## config.mk

```make
export PLATFORM = sky130hd
export DESIGN_NAME = expacc_mem_arbiter_flat
export DESIGN_NICKNAME = d
export VERILOG_FILES = /design/src/rtl/expacc_mem_arbiter_if.sv /design/src/rtl/expacc_mem_arbiter.sv /design/src/flat_wrapper.sv
export SDC_FILE = /design/constraint.sdc
export NUM_CORES = 1
export LEC_CHECK = 0
export BUFFER_PORTS_ARGS = -buffer_cell sky130_fd_sc_hd__buf_2
export CORE_AREA = 2 2 100 102
export DETAILED_ROUTE_END_ITERATION = 12
export DIE_AREA = 0 0 102 104
export PLACE_DENSITY_LB_ADDON = 0.12
export SYNTH_ARGS = -nofsm -noshare
export SYNTH_HDL_FRONTEND = slang
export SYNTH_SLANG_ARGS = --single-unit
```

## constraint.sdc

```tcl
create_clock -name clk -period 5.3 [get_ports clk]
set_clock_uncertainty 0.15 [all_clocks]
set_input_delay 0.265 -clock clk [delete_from_list [all_inputs] [get_ports clk]]
set_output_delay 0.265 -clock clk [all_outputs]
set_load 0.03 [all_outputs]
```

## src/rtl/expacc_mem_arbiter_if.sv

```systemverilog
// Avalon-MM style request/response bundle between one master and the
// memory arbiter. The requester uses the master modport and the arbiter
// uses the slave modport.
interface expacc_mem_arbiter_if #(
  parameter int ADDR_W = 13,
  parameter int DATA_W = 32
);
  logic [ADDR_W-1:0]   address;
  logic [DATA_W/8-1:0] byteenable;
  logic                read;
  logic                write;
  logic [DATA_W-1:0]   writedata;
  logic                waitrequest;
  logic [DATA_W-1:0]   readdata;
  logic                readdatavalid;

  modport master (
    output address, byteenable, read, write, writedata,
    input  waitrequest, readdata, readdatavalid
  );

  modport slave (
    input  address, byteenable, read, write, writedata,
    output waitrequest, readdata, readdatavalid
  );
endinterface

```

## src/rtl/expacc_mem_arbiter.sv

```systemverilog
// Two-master round-robin arbiter in front of the single-port on-chip
// memory. m0 is the host CPU, m1 the exponent accelerator, which may keep
// the grant across transfers (lock) until a bounded starvation limit for
// m0 is reached. Grants are combinational; read data returns one cycle
// after the grant and is tagged to its owner.
module expacc_mem_arbiter #(
  parameter int ADDR_W   = 13,
  parameter int DATA_W   = 32,
  parameter int MAX_LOCK = 16
) (
  input  logic                clk,
  input  logic                reset_n,
  expacc_mem_arbiter_if.slave m0,
  expacc_mem_arbiter_if.slave m1,
  input  logic                m1_lock,
  output logic [ADDR_W-1:0]   mem_address,
  output logic [DATA_W/8-1:0] mem_byteenable,
  output logic                mem_chipselect,
  output logic                mem_write,
  output logic [DATA_W-1:0]   mem_writedata,
  output logic                mem_clken,
  input  logic [DATA_W-1:0]   mem_readdata
);

  localparam int CNT_W = 8;

  typedef enum logic {SEL_M0 = 1'b0, SEL_M1 = 1'b1} sel_t;

  sel_t             rr_ptr, rr_ptr_nxt;
  sel_t             rd_owner, rd_owner_nxt;
  sel_t             gnt_sel;
  logic             gnt_vld;
  logic [CNT_W-1:0] lock_cnt, lock_cnt_nxt;
  logic             last_m1_lock, last_m1_lock_nxt;
  logic             rd_pending, rd_pending_nxt;
  logic             req0, req1, lock_active;

  // Arbitration, memory mux, response routing and next-state logic
  always_comb begin
    req0        = m0.read | m0.write;
    req1        = m1.read | m1.write;
    // The locked stream continues only while its counter has headroom;
    // once exhausted the round-robin pointer (already at m0) decides.
    lock_active = last_m1_lock & req1 & (lock_cnt < CNT_W'(MAX_LOCK));

    gnt_vld = 1'b0;
    gnt_sel = SEL_M0;
    if (reset_n) begin
      if (req0 && req1) begin
        gnt_vld = 1'b1;
        gnt_sel = lock_active ? SEL_M1 : rr_ptr;
      end else if (req0) begin
        gnt_vld = 1'b1;
        gnt_sel = SEL_M0;
      end else if (req1) begin
        gnt_vld = 1'b1;
        gnt_sel = SEL_M1;
      end
    end

    // With no grant the mux rests on m0 and chipselect/write stay low.
    mem_clken      = 1'b1;
    mem_chipselect = gnt_vld;
    if (gnt_sel == SEL_M1) begin
      mem_address    = m1.address;
      mem_byteenable = m1.byteenable;
      mem_writedata  = m1.writedata;
      mem_write      = gnt_vld & m1.write;
    end else begin
      mem_address    = m0.address;
      mem_byteenable = m0.byteenable;
      mem_writedata  = m0.writedata;
      mem_write      = gnt_vld & m0.write;
    end

    m0.waitrequest   = !(gnt_vld && (gnt_sel == SEL_M0));
    m1.waitrequest   = !(gnt_vld && (gnt_sel == SEL_M1));
    m0.readdata      = mem_readdata;
    m1.readdata      = mem_readdata;
    // Gating with reset_n drops an in-flight response as soon as reset hits.
    m0.readdatavalid = reset_n & rd_pending & (rd_owner == SEL_M0);
    m1.readdatavalid = reset_n & rd_pending & (rd_owner == SEL_M1);

    rr_ptr_nxt       = rr_ptr;
    rd_owner_nxt     = rd_owner;
    last_m1_lock_nxt = last_m1_lock;
    rd_pending_nxt   = 1'b0;
    lock_cnt_nxt     = lock_cnt;
    if (gnt_vld) begin
      rr_ptr_nxt       = (gnt_sel == SEL_M0) ? SEL_M1 : SEL_M0;
      last_m1_lock_nxt = (gnt_sel == SEL_M1) & m1_lock;
      // read+write together is treated as a write, so no response.
      rd_pending_nxt   = !mem_write;
      rd_owner_nxt     = gnt_sel;
    end

    if (gnt_vld && (gnt_sel == SEL_M0)) begin
      lock_cnt_nxt = '0;
    end else if (!req1) begin
      lock_cnt_nxt = '0;
    end else if (gnt_vld && (gnt_sel == SEL_M1) && lock_active && req0) begin
      lock_cnt_nxt = lock_cnt + 1'b1;
    end
  end

  // Arbitration state and outstanding-read tag
  always_ff @(posedge clk) begin
    if (!reset_n) begin
      rr_ptr       <= SEL_M0;
      rd_owner     <= SEL_M0;
      lock_cnt     <= '0;
      last_m1_lock <= 1'b0;
      rd_pending   <= 1'b0;
    end else begin
      rr_ptr       <= rr_ptr_nxt;
      rd_owner     <= rd_owner_nxt;
      lock_cnt     <= lock_cnt_nxt;
      last_m1_lock <= last_m1_lock_nxt;
      rd_pending   <= rd_pending_nxt;
    end
  end

endmodule

```

## src/flat_wrapper.sv

```systemverilog
// flat-port wrapper written by rule: the top's interface ports become plain ports
module expacc_mem_arbiter_flat 
#(
  parameter int ADDR_W   = 13,
  parameter int DATA_W   = 32,
  parameter int MAX_LOCK = 16
)
  (clk, reset_n, m1_lock, mem_address, mem_byteenable, mem_chipselect, mem_write, mem_writedata, mem_clken, mem_readdata, m0_address, m0_byteenable, m0_read, m0_write, m0_writedata, m0_waitrequest, m0_readdata, m0_readdatavalid, m1_address, m1_byteenable, m1_read, m1_write, m1_writedata, m1_waitrequest, m1_readdata, m1_readdatavalid);
  expacc_mem_arbiter_if #(.ADDR_W(ADDR_W), .DATA_W(DATA_W)) m0_i ();
  expacc_mem_arbiter_if #(.ADDR_W(ADDR_W), .DATA_W(DATA_W)) m1_i ();
  input  logic clk;
  input  logic reset_n;
  input  logic m1_lock;
  output logic [ADDR_W-1:0] mem_address;
  output logic [DATA_W/8-1:0] mem_byteenable;
  output logic mem_chipselect;
  output logic mem_write;
  output logic [DATA_W-1:0] mem_writedata;
  output logic mem_clken;
  input  logic [DATA_W-1:0] mem_readdata;
  input wire logic [$bits(m0_i.address)-1:0] m0_address;
  input wire logic [$bits(m0_i.byteenable)-1:0] m0_byteenable;
  input wire logic [$bits(m0_i.read)-1:0] m0_read;
  input wire logic [$bits(m0_i.write)-1:0] m0_write;
  input wire logic [$bits(m0_i.writedata)-1:0] m0_writedata;
  output wire logic [$bits(m0_i.waitrequest)-1:0] m0_waitrequest;
  output wire logic [$bits(m0_i.readdata)-1:0] m0_readdata;
  output wire logic [$bits(m0_i.readdatavalid)-1:0] m0_readdatavalid;
  input wire logic [$bits(m1_i.address)-1:0] m1_address;
  input wire logic [$bits(m1_i.byteenable)-1:0] m1_byteenable;
  input wire logic [$bits(m1_i.read)-1:0] m1_read;
  input wire logic [$bits(m1_i.write)-1:0] m1_write;
  input wire logic [$bits(m1_i.writedata)-1:0] m1_writedata;
  output wire logic [$bits(m1_i.waitrequest)-1:0] m1_waitrequest;
  output wire logic [$bits(m1_i.readdata)-1:0] m1_readdata;
  output wire logic [$bits(m1_i.readdatavalid)-1:0] m1_readdatavalid;
  assign m0_i.address = m0_address;
  assign m0_i.byteenable = m0_byteenable;
  assign m0_i.read = m0_read;
  assign m0_i.write = m0_write;
  assign m0_i.writedata = m0_writedata;
  assign m0_waitrequest = m0_i.waitrequest;
  assign m0_readdata = m0_i.readdata;
  assign m0_readdatavalid = m0_i.readdatavalid;
  assign m1_i.address = m1_address;
  assign m1_i.byteenable = m1_byteenable;
  assign m1_i.read = m1_read;
  assign m1_i.write = m1_write;
  assign m1_i.writedata = m1_writedata;
  assign m1_waitrequest = m1_i.waitrequest;
  assign m1_readdata = m1_i.readdata;
  assign m1_readdatavalid = m1_i.readdatavalid;
  expacc_mem_arbiter #(.ADDR_W(ADDR_W), .DATA_W(DATA_W), .MAX_LOCK(MAX_LOCK)) u_core (.clk(clk), .reset_n(reset_n), .m0(m0_i), .m1(m1_i), .m1_lock(m1_lock), .mem_address(mem_address), .mem_byteenable(mem_byteenable), .mem_chipselect(mem_chipselect), .mem_write(mem_write), .mem_writedata(mem_writedata), .mem_clken(mem_clken), .mem_readdata(mem_readdata));
endmodule
```

# --- Word level (Yosys, flattened, before mapping) ---
# Cells that the tools add are included.
# Widths: inputs -> output; s select.
classes:
  add_sub_neg: 1
  mul: 0
  div_mod_pow: 0
  order_cmp: 1
  n_eq_ne: 0
  shifts: 0
  mux: 13
  bitwise: 14
  reduce_logical: 10
ops:
  columns: ["op", "n"]
  rows:
  - ["$mux 32", 1]
  - ["$mux 13", 1]
  - ["$mux 1", 10]
  - ["$add 8x1->8 const B", 1]
  - ["$and 1x1->1", 8]
  - ["$lt 8x5->1 const B", 1]
  - ["$logic_and 1x1->1", 5]
  - ["$mux 4", 1]
  - ["$not 1->1", 4]
  - ["$logic_not 1->1", 3]
  - ["$reduce_or 3->1", 1]
  - ["$or 1x1->1", 2]
  - ["$reduce_and 2->1", 1]
totals:
  reg_bits: 12
  latchBits: 0
  ramBits: 0
  romBits: 0
  input_bits: 137
  out_inout_bits: 120
  elab_cells: 44
  mem_count: 0

# --- Depth between registers and ports, before layout ---
# Gate-level depths: netlist of the first run.
depth:
  depth_word: 9
  ltp_mapped: 6
  mapped_depth_nobuf: 5

# --- Worst setup path after synthesis of the first run ---
# Ideal clock, no wire load.
synth_timing:
  kind: "register to output"
  from: "register u_core.lock_cnt[4]"
  to: "output mem_writedata[27]"
  t_arrival_ns: 1.819
  required_ns: 4.885
  path_slack_ns: 3.066
  stages_incl_launch_ff: 7
  path_buffers: 1
  path_cell_list: "dfxtp_1 -> or4b_4 -> o21ai_4 -> o211a_4 -> inv_6 -> buf_6 -> mux2_4"
synth_between:
  elab_chain_len: 6
synth_lines:
  columns: ["item", "line_no", "rtl"]
  rows:
  - ["start: declaration", "expacc_mem_arbiter.sv:33", "logic [CNT_W-1:0] lock_cnt, lock_cnt_nxt;"]
  - ["start signal: assignment", "expacc_mem_arbiter.sv:117", "lock_cnt <= lock_cnt_nxt;"]
  - ["$lt 8x5->1", "expacc_mem_arbiter.sv:44", "lock_active = last_m1_lock & req1 & (lock_cnt < CNT_W'(MAX_LOCK));"]
  - ["$and 1x1->1", "expacc_mem_arbiter.sv:44", null]
  - ["$mux 1", "expacc_mem_arbiter.sv:51", "gnt_sel = lock_active ? SEL_M1 : rr_ptr;"]
  - ["$mux 1", "expacc_mem_arbiter.sv:49", "if (req0 && req1) begin"]
  - ["$mux 1", "expacc_mem_arbiter.sv:48", "if (reset_n) begin"]
  - ["$mux 32", "expacc_mem_arbiter.sv:64", "if (gnt_sel == SEL_M1) begin"]
  - ["end: declaration", "flat_wrapper.sv:18", "output logic [DATA_W-1:0] mem_writedata;"]
# No other way between the ends.

# --- Worst setup path after layout of the first run ---
layout_timing:
  from: "register u_core.lock_cnt[4]"
  to: "output mem_writedata[30]"
# Same word-level chain as after synthesis.

==> flow_summary.toml, run 1 <==
[outcome]
status = "finished clean"

[final_layout]
multi_input_area_sq_um = 1020
syn2layout_area_growth_pct = 22.6
layout-drive-gt1-share = 0.807
final_cell_mix = "159 x buf_2, 44 x mux2_4, 12 x dfxtp_1"
final_common_cell = "buf_2"
diodes = 0
seq_area_sq_um = 240
fin_cells = 402
nNetsFinal = 409
fillers = 1079

[worst_setup_path]
path_delay_family = "simple AND/OR/NAND/NOR gates"
crit_path_cell_trace = "or4b_4, o21ai_4, o211a_4, inv_6, mux2_4, buf_2"
cp_max_fo = 55
crit_required_ns = 4.89
cp_data_arrival_time_ns = 2.36
crit_type = "reg2out"
setup.worst_path.start_class = "flip-flop"
critPathCaptureType = "primary output"
worst-path-buf-inv = 2
slowest_delay_ns = 0.59
slowest_stage = "or4b_4"

[clock_tree]
ctsHoldBuffers = 0
cts_buffers = 3
clockBufferDepth = 2
clk_pin_slew_ns = 0.05
cts_tree = "yes"
cts-root-buf = "clkbuf_8"
clk_latency_ns = 0.23
clock-sinks = 12
cts_resized = 0
cts_setup_buffers = 0
cts_htree_levels = 1

[logic_synthesis]
yosysTopAreaCell = "mux2_4"
avgSynthCellArea_sq_um = 10.4
yosysWarnings = 0
ys_types = 35
synth_top_area_frac = 0.356
synth-seq-area-share = 0.129
synthTopCellsByArea = "mux2_4 36%, buf_4 26%, dfxtp_1 13%"
yosys_register_bits = 12
synthesis.area_sq_um = 1860
synthCells = 178
synth_fp_nets = 316

[power]
leakage_nw = 1.27
ir_drop_mv = 0.167
p_per_area_nw_per_um2 = 186
p_total_uw = 423

[global_routing]
grt_pass1_vias = 1508
grt_use_total = 0.0872
antenna_found_initial = 0
grt_pass1_wl_mm = 7.50
grt_max_degree = 56
grt-ovfl-total = 0

[floorplan]
initial_core_util = 0.194
die_x_microns = 102
die_area_sq_um = 10600
core_sq_um = 9550
boundaryPins = 257
die_h_microns = 104
std_cell_rows = 36

[timing]
timing.final.crit_share = 0.524
grt_setup_unrepaired = "false"
relSlewSlack = 0.524
whs_ns = 0.0994
finalSetupViolCount = 0
tightest_slew_ns = 0.707
clock.fmax_mhz = 360
final.setup.tns_ns = 0
period_needed_ns = 2.78
hold_viol = 0
slew_viol_final = 0

[job]
drv_cap = 0

[detailed_routing]
final_antenna_net_count = 0
vias = 1572
wl_per_cell_microns = 12.6
drt_first_iter_violations = 22
viasPerCell = 3.91
drc = 0
wirelength_mm = 5.05
first_pass_iters = 4

[place]
dp.cells = 399
portBuffers = 159
hpwl_mm = 4.20
place.gp.congestion = 0.689

[worst_hold_path]
hp-class = "in2reg"
Yosys cell counts:
master	count
a211oi_1	1
a21boi_0	1
a31o_2	1
a31oi_1	1
a32o_1	1
and2_1	3
and3_1	3
buf_12	4
buf_4	65
buf_6	1
clkbuf_1	1
conb_1	1
dfxtp_1	12
ha_1	1
inv_1	2
inv_6	1
mux2_2	5
mux2_4	44
mux2i_1	1
nand2_1	4
nand2b_1	1
nand3_1	1
nor2_1	7
nor2b_1	1
nor3_1	1
nor4_1	3
o211a_4	1
o21ai_0	1
o21ai_4	1
o21ba_2	1
o221ai_1	1
o22ai_1	1
o311a_1	1
or4b_4	1
xnor2_1	3
registers in the layout (all words and copies together) (netlist names):
register             flops
u_core.lock_cnt          8
u_core.last_m1_lock      1
u_core.rd_owner          1
u_core.rd_pending        1
u_core.rr_ptr            1
metrics by stage:
stage,setup WS [ns],utilization,cell area (sq um)
final,2.52,0.238,2280
after global routing,2.43,0.238,2280
after CTS,2.50,0.238,2280
after detailed placement,2.77,0.234,2240
after global placement,2.80,0.234,2240
after floorplan,3.07,-,1860
report_power, final:
group,switching (mW),internal (mW)
Clock,0.0289,0.0497
Sequential,0.00118,0.0929
Combinational,0.138,0.112
path summary, 6_finish.rpt:
| check | endpoint | start | cells past startpoint | slack (ns) |
|---|---|---|---|---|
| setup / recovery | mem_writedata[30] | u_core.lock_cnt[4] | 6 | 2.52 |
| hold / removal | u_core.last_m1_lock | m1_lock | 2 | 0.1 |
| setup reg to reg | u_core.lock_cnt[2] | u_core.lock_cnt[4] | 5 | 3.40 |
| hold reg to reg | u_core.lock_cnt[5] | u_core.lock_cnt[5] | 1 | 0.31 |
cell type report:
cell class / instances / share of cell area
inverter: 3 / 0.00714
tap: 133 / 0.0731
multi-input combinational: 92 / 0.447
sequential: 12 / 0.105
timing repair buffer: 159 / 0.349
clock buffer: 3 / 0.0181
cell families after synthesis:
logic type	count (synthesis)	share of synthesized area
flip-flops	12	0.129
AO/OA/AOI/OAI	12	0.0613
other	1	0.00202
AND/OR/NAND/NOR	25	0.0721
multiplexers	50	0.392
buffers and inverters	74	0.323
XOR/XNOR	3	0.0142
adder cells (fa/ha/maj)	1	0.00674
routing by layer:
| metal | vias up | routed length, microns | global-route usage |
|---|---|---|---|
| met5 | - | 0 | 0 |
| li1 | 729 | - | - |
| met1 | 709 | 1780 | 0.0944 |
| met4 | 0 | 44 | 0.0181 |
| met2 | 121 | 2460 | 0.153 |
| met3 | 13 | 762 | 0.0417 |
Note: power is estimated with default switching activity, not from simulation.
==> run 2: changes to the inputs <==
==> constraint.sdc (replaced) <==
create_clock -name clk -period 2.8 [get_ports clk]
set_clock_uncertainty 0.15 [all_clocks]
set_input_delay 0.14 -clock clk [delete_from_list [all_inputs] [get_ports clk]]
set_output_delay 0.14 -clock clk [all_outputs]
set_load 0.03 [all_outputs]
==> run 2 against run 1 <==
Net effect:
- core utilization rose by 0.33 points
- largest power group unchanged
- clock power rose by 140%
- worst hold slack got worse by 0.031 ns
- clock-buffer cell count rose by 1
- worst setup slack got worse by 2.4 ns
- highest routed layer unchanged
- register-to-register slack got worse by 2.5 ns
- non-clock buffer count rose by 2
- critical path depth did not move
==> flow_summary.toml, run 2 (synthesis results as in run 1) <==
[outcome]
status = "finished clean"

[final_layout]
fin_cells = 405
final_core_util = 0.242
layout-drive-gt1-share = 0.805
regMostFlops = "u_core.lock_cnt"
diodes = 0
largest_register_ffs = 8
syn2layout_area_growth_pct = 24.3
final_common_cell = "buf_2"
final_cell_mix = "159 x buf_2, 44 x mux2_4, 12 x dfxtp_1"
nNetsFinal = 411

[global_routing]
grt_pass1_wl_mm = 6.98
grt_pass1_vias = 1450
grt_max_degree = 56
antenna_found_initial = 0
grt_use_total = 0.0813
grt-ovfl-total = 0

[clock_tree]
clockBufferDepth = 2
clk_latency_ns = 0.24
cts_resized = 0
cts_htree_levels = 1
cts_buffers = 3
cts-root-buf = "clkbuf_8"
cts_setup_buffers = 0
clock-sinks = 12
clk_pin_slew_ns = 0.05
cts_tree = "yes"
ctsHoldBuffers = 1

[worst_setup_path]
r2r_cells = 5
r2r_start = "u_core.lock_cnt[4]"
cp_max_fo = 55
r2r_end = "u_core.lock_cnt[1]"
setup.worst_path.start_class = "flip-flop"
rrSetupSlack_ns = 0.92
cp_data_arrival_time_ns = 2.35
crit_type = "reg2out"
crit_required_ns = 2.51
critPathCaptureType = "primary output"
cp-startpoint = "u_core.lock_cnt[4]"
slowest_stage = "or4b_4"
crit_path_cell_trace = "or4b_4, o21ai_4, o211a_4, inv_6, mux2_4, buf_2"
slowest_delay_ns = 0.58
cp-endpoint = "mem_writedata[16]"

[worst_hold_path]
min_from = "m1_write"
hp-class = "in2reg"

[timing]
slew_viol_final = 0
final.setup.tns_ns = 0
relSlewSlack = 0.559
period_needed_ns = 2.64
finalSetupViolCount = 0
tightest_slew_ns = 0.662
hold_viol = 0
setup_ws_ns = 0.155
grt_setup_unrepaired = "false"
timing.final.crit_share = 0.944
clock.fmax_mhz = 378
whs_ns = 0.0680

[floorplan]
die_area_sq_um = 10600
boundaryPins = 257
die_h_microns = 104
core_sq_um = 9550
std_cell_rows = 36
initial_core_util = 0.194
die_x_microns = 102

[place]
dp.cells = 400
portBuffers = 159
hpwl_mm = 4.15
place.gp.congestion = 0.698
place_ws_ns = 0.403

[detailed_routing]
drc = 0
wl_per_cell_microns = 12.3
first_pass_iters = 3
drt_first_iter_violations = 30
vias = 1555
wirelength_mm = 4.97
final_antenna_net_count = 0
viasPerCell = 3.84

[job]
drv_cap = 0

[power]
p_per_area_nw_per_um2 = 363
ir_drop_mv = 0.171
leakage_nw = 1.29
==> run 2: changes by cell type in the layout (fill, tap and decap cells not counted) <==
cell / before / now
dlygate4sd3_1: 0 / 1
buf_4: 0 / 1
clkbuf_8: 3 / 4
==> run 2: power by group <==
part           total [mW]  switching [mW]  internal [mW]
combinational       0.474           0.260          0.214
sequential          0.178         0.00228          0.176
clock               0.187          0.0632          0.124
total               0.839           0.325          0.514
==> run 2: critical path: cells and delay by family (launching register included) <==
kind	cells	cell delay [ns]
simple gates	1	0.58
mux	1	0.39
buf+inv	2	0.36
compound gates	2	0.42
flops	1	0.31
==> run 2: worst min-delay path by stage <==
stage	endpoint	cells past startpoint
2_1_floorplan	u_core.rd_pending	1
6_report	u_core.rd_pending	2
5_1_grt	u_core.rd_pending	2
3_3_place_gp	m1_readdata[26]	0
4_1_cts	u_core.rd_pending	2
3_5_place_dp	m1_readdata[26]	0
==> run 2: through the flow <==
stage	power, mW	area [sq um]
after detailed placement	0.660	2240
after global placement	0.660	2240
final	0.839	2310
after global routing	0.893	2310
after floorplan	0.701	1860
after CTS	0.856	2310
==> run 2: metal layers <==
| metal | share of wire | global-route usage |
|---|---|---|
| met5 | 0 | 0 |
| met4 | 0.0089 | 0.0210 |
| met3 | 0.13 | 0.0343 |
| met2 | 0.48 | 0.147 |
| met1 | 0.37 | 0.0854 |
==> run 2: final cells by class <==
cell class                 instances  area, sq um
clock buffer                       4         55.1
fill                            1079         7240
inverter                           3         16.3
multi-input combinational         92         1020
sequential                        12          240
tap                              133          166
timing repair buffer             161          813
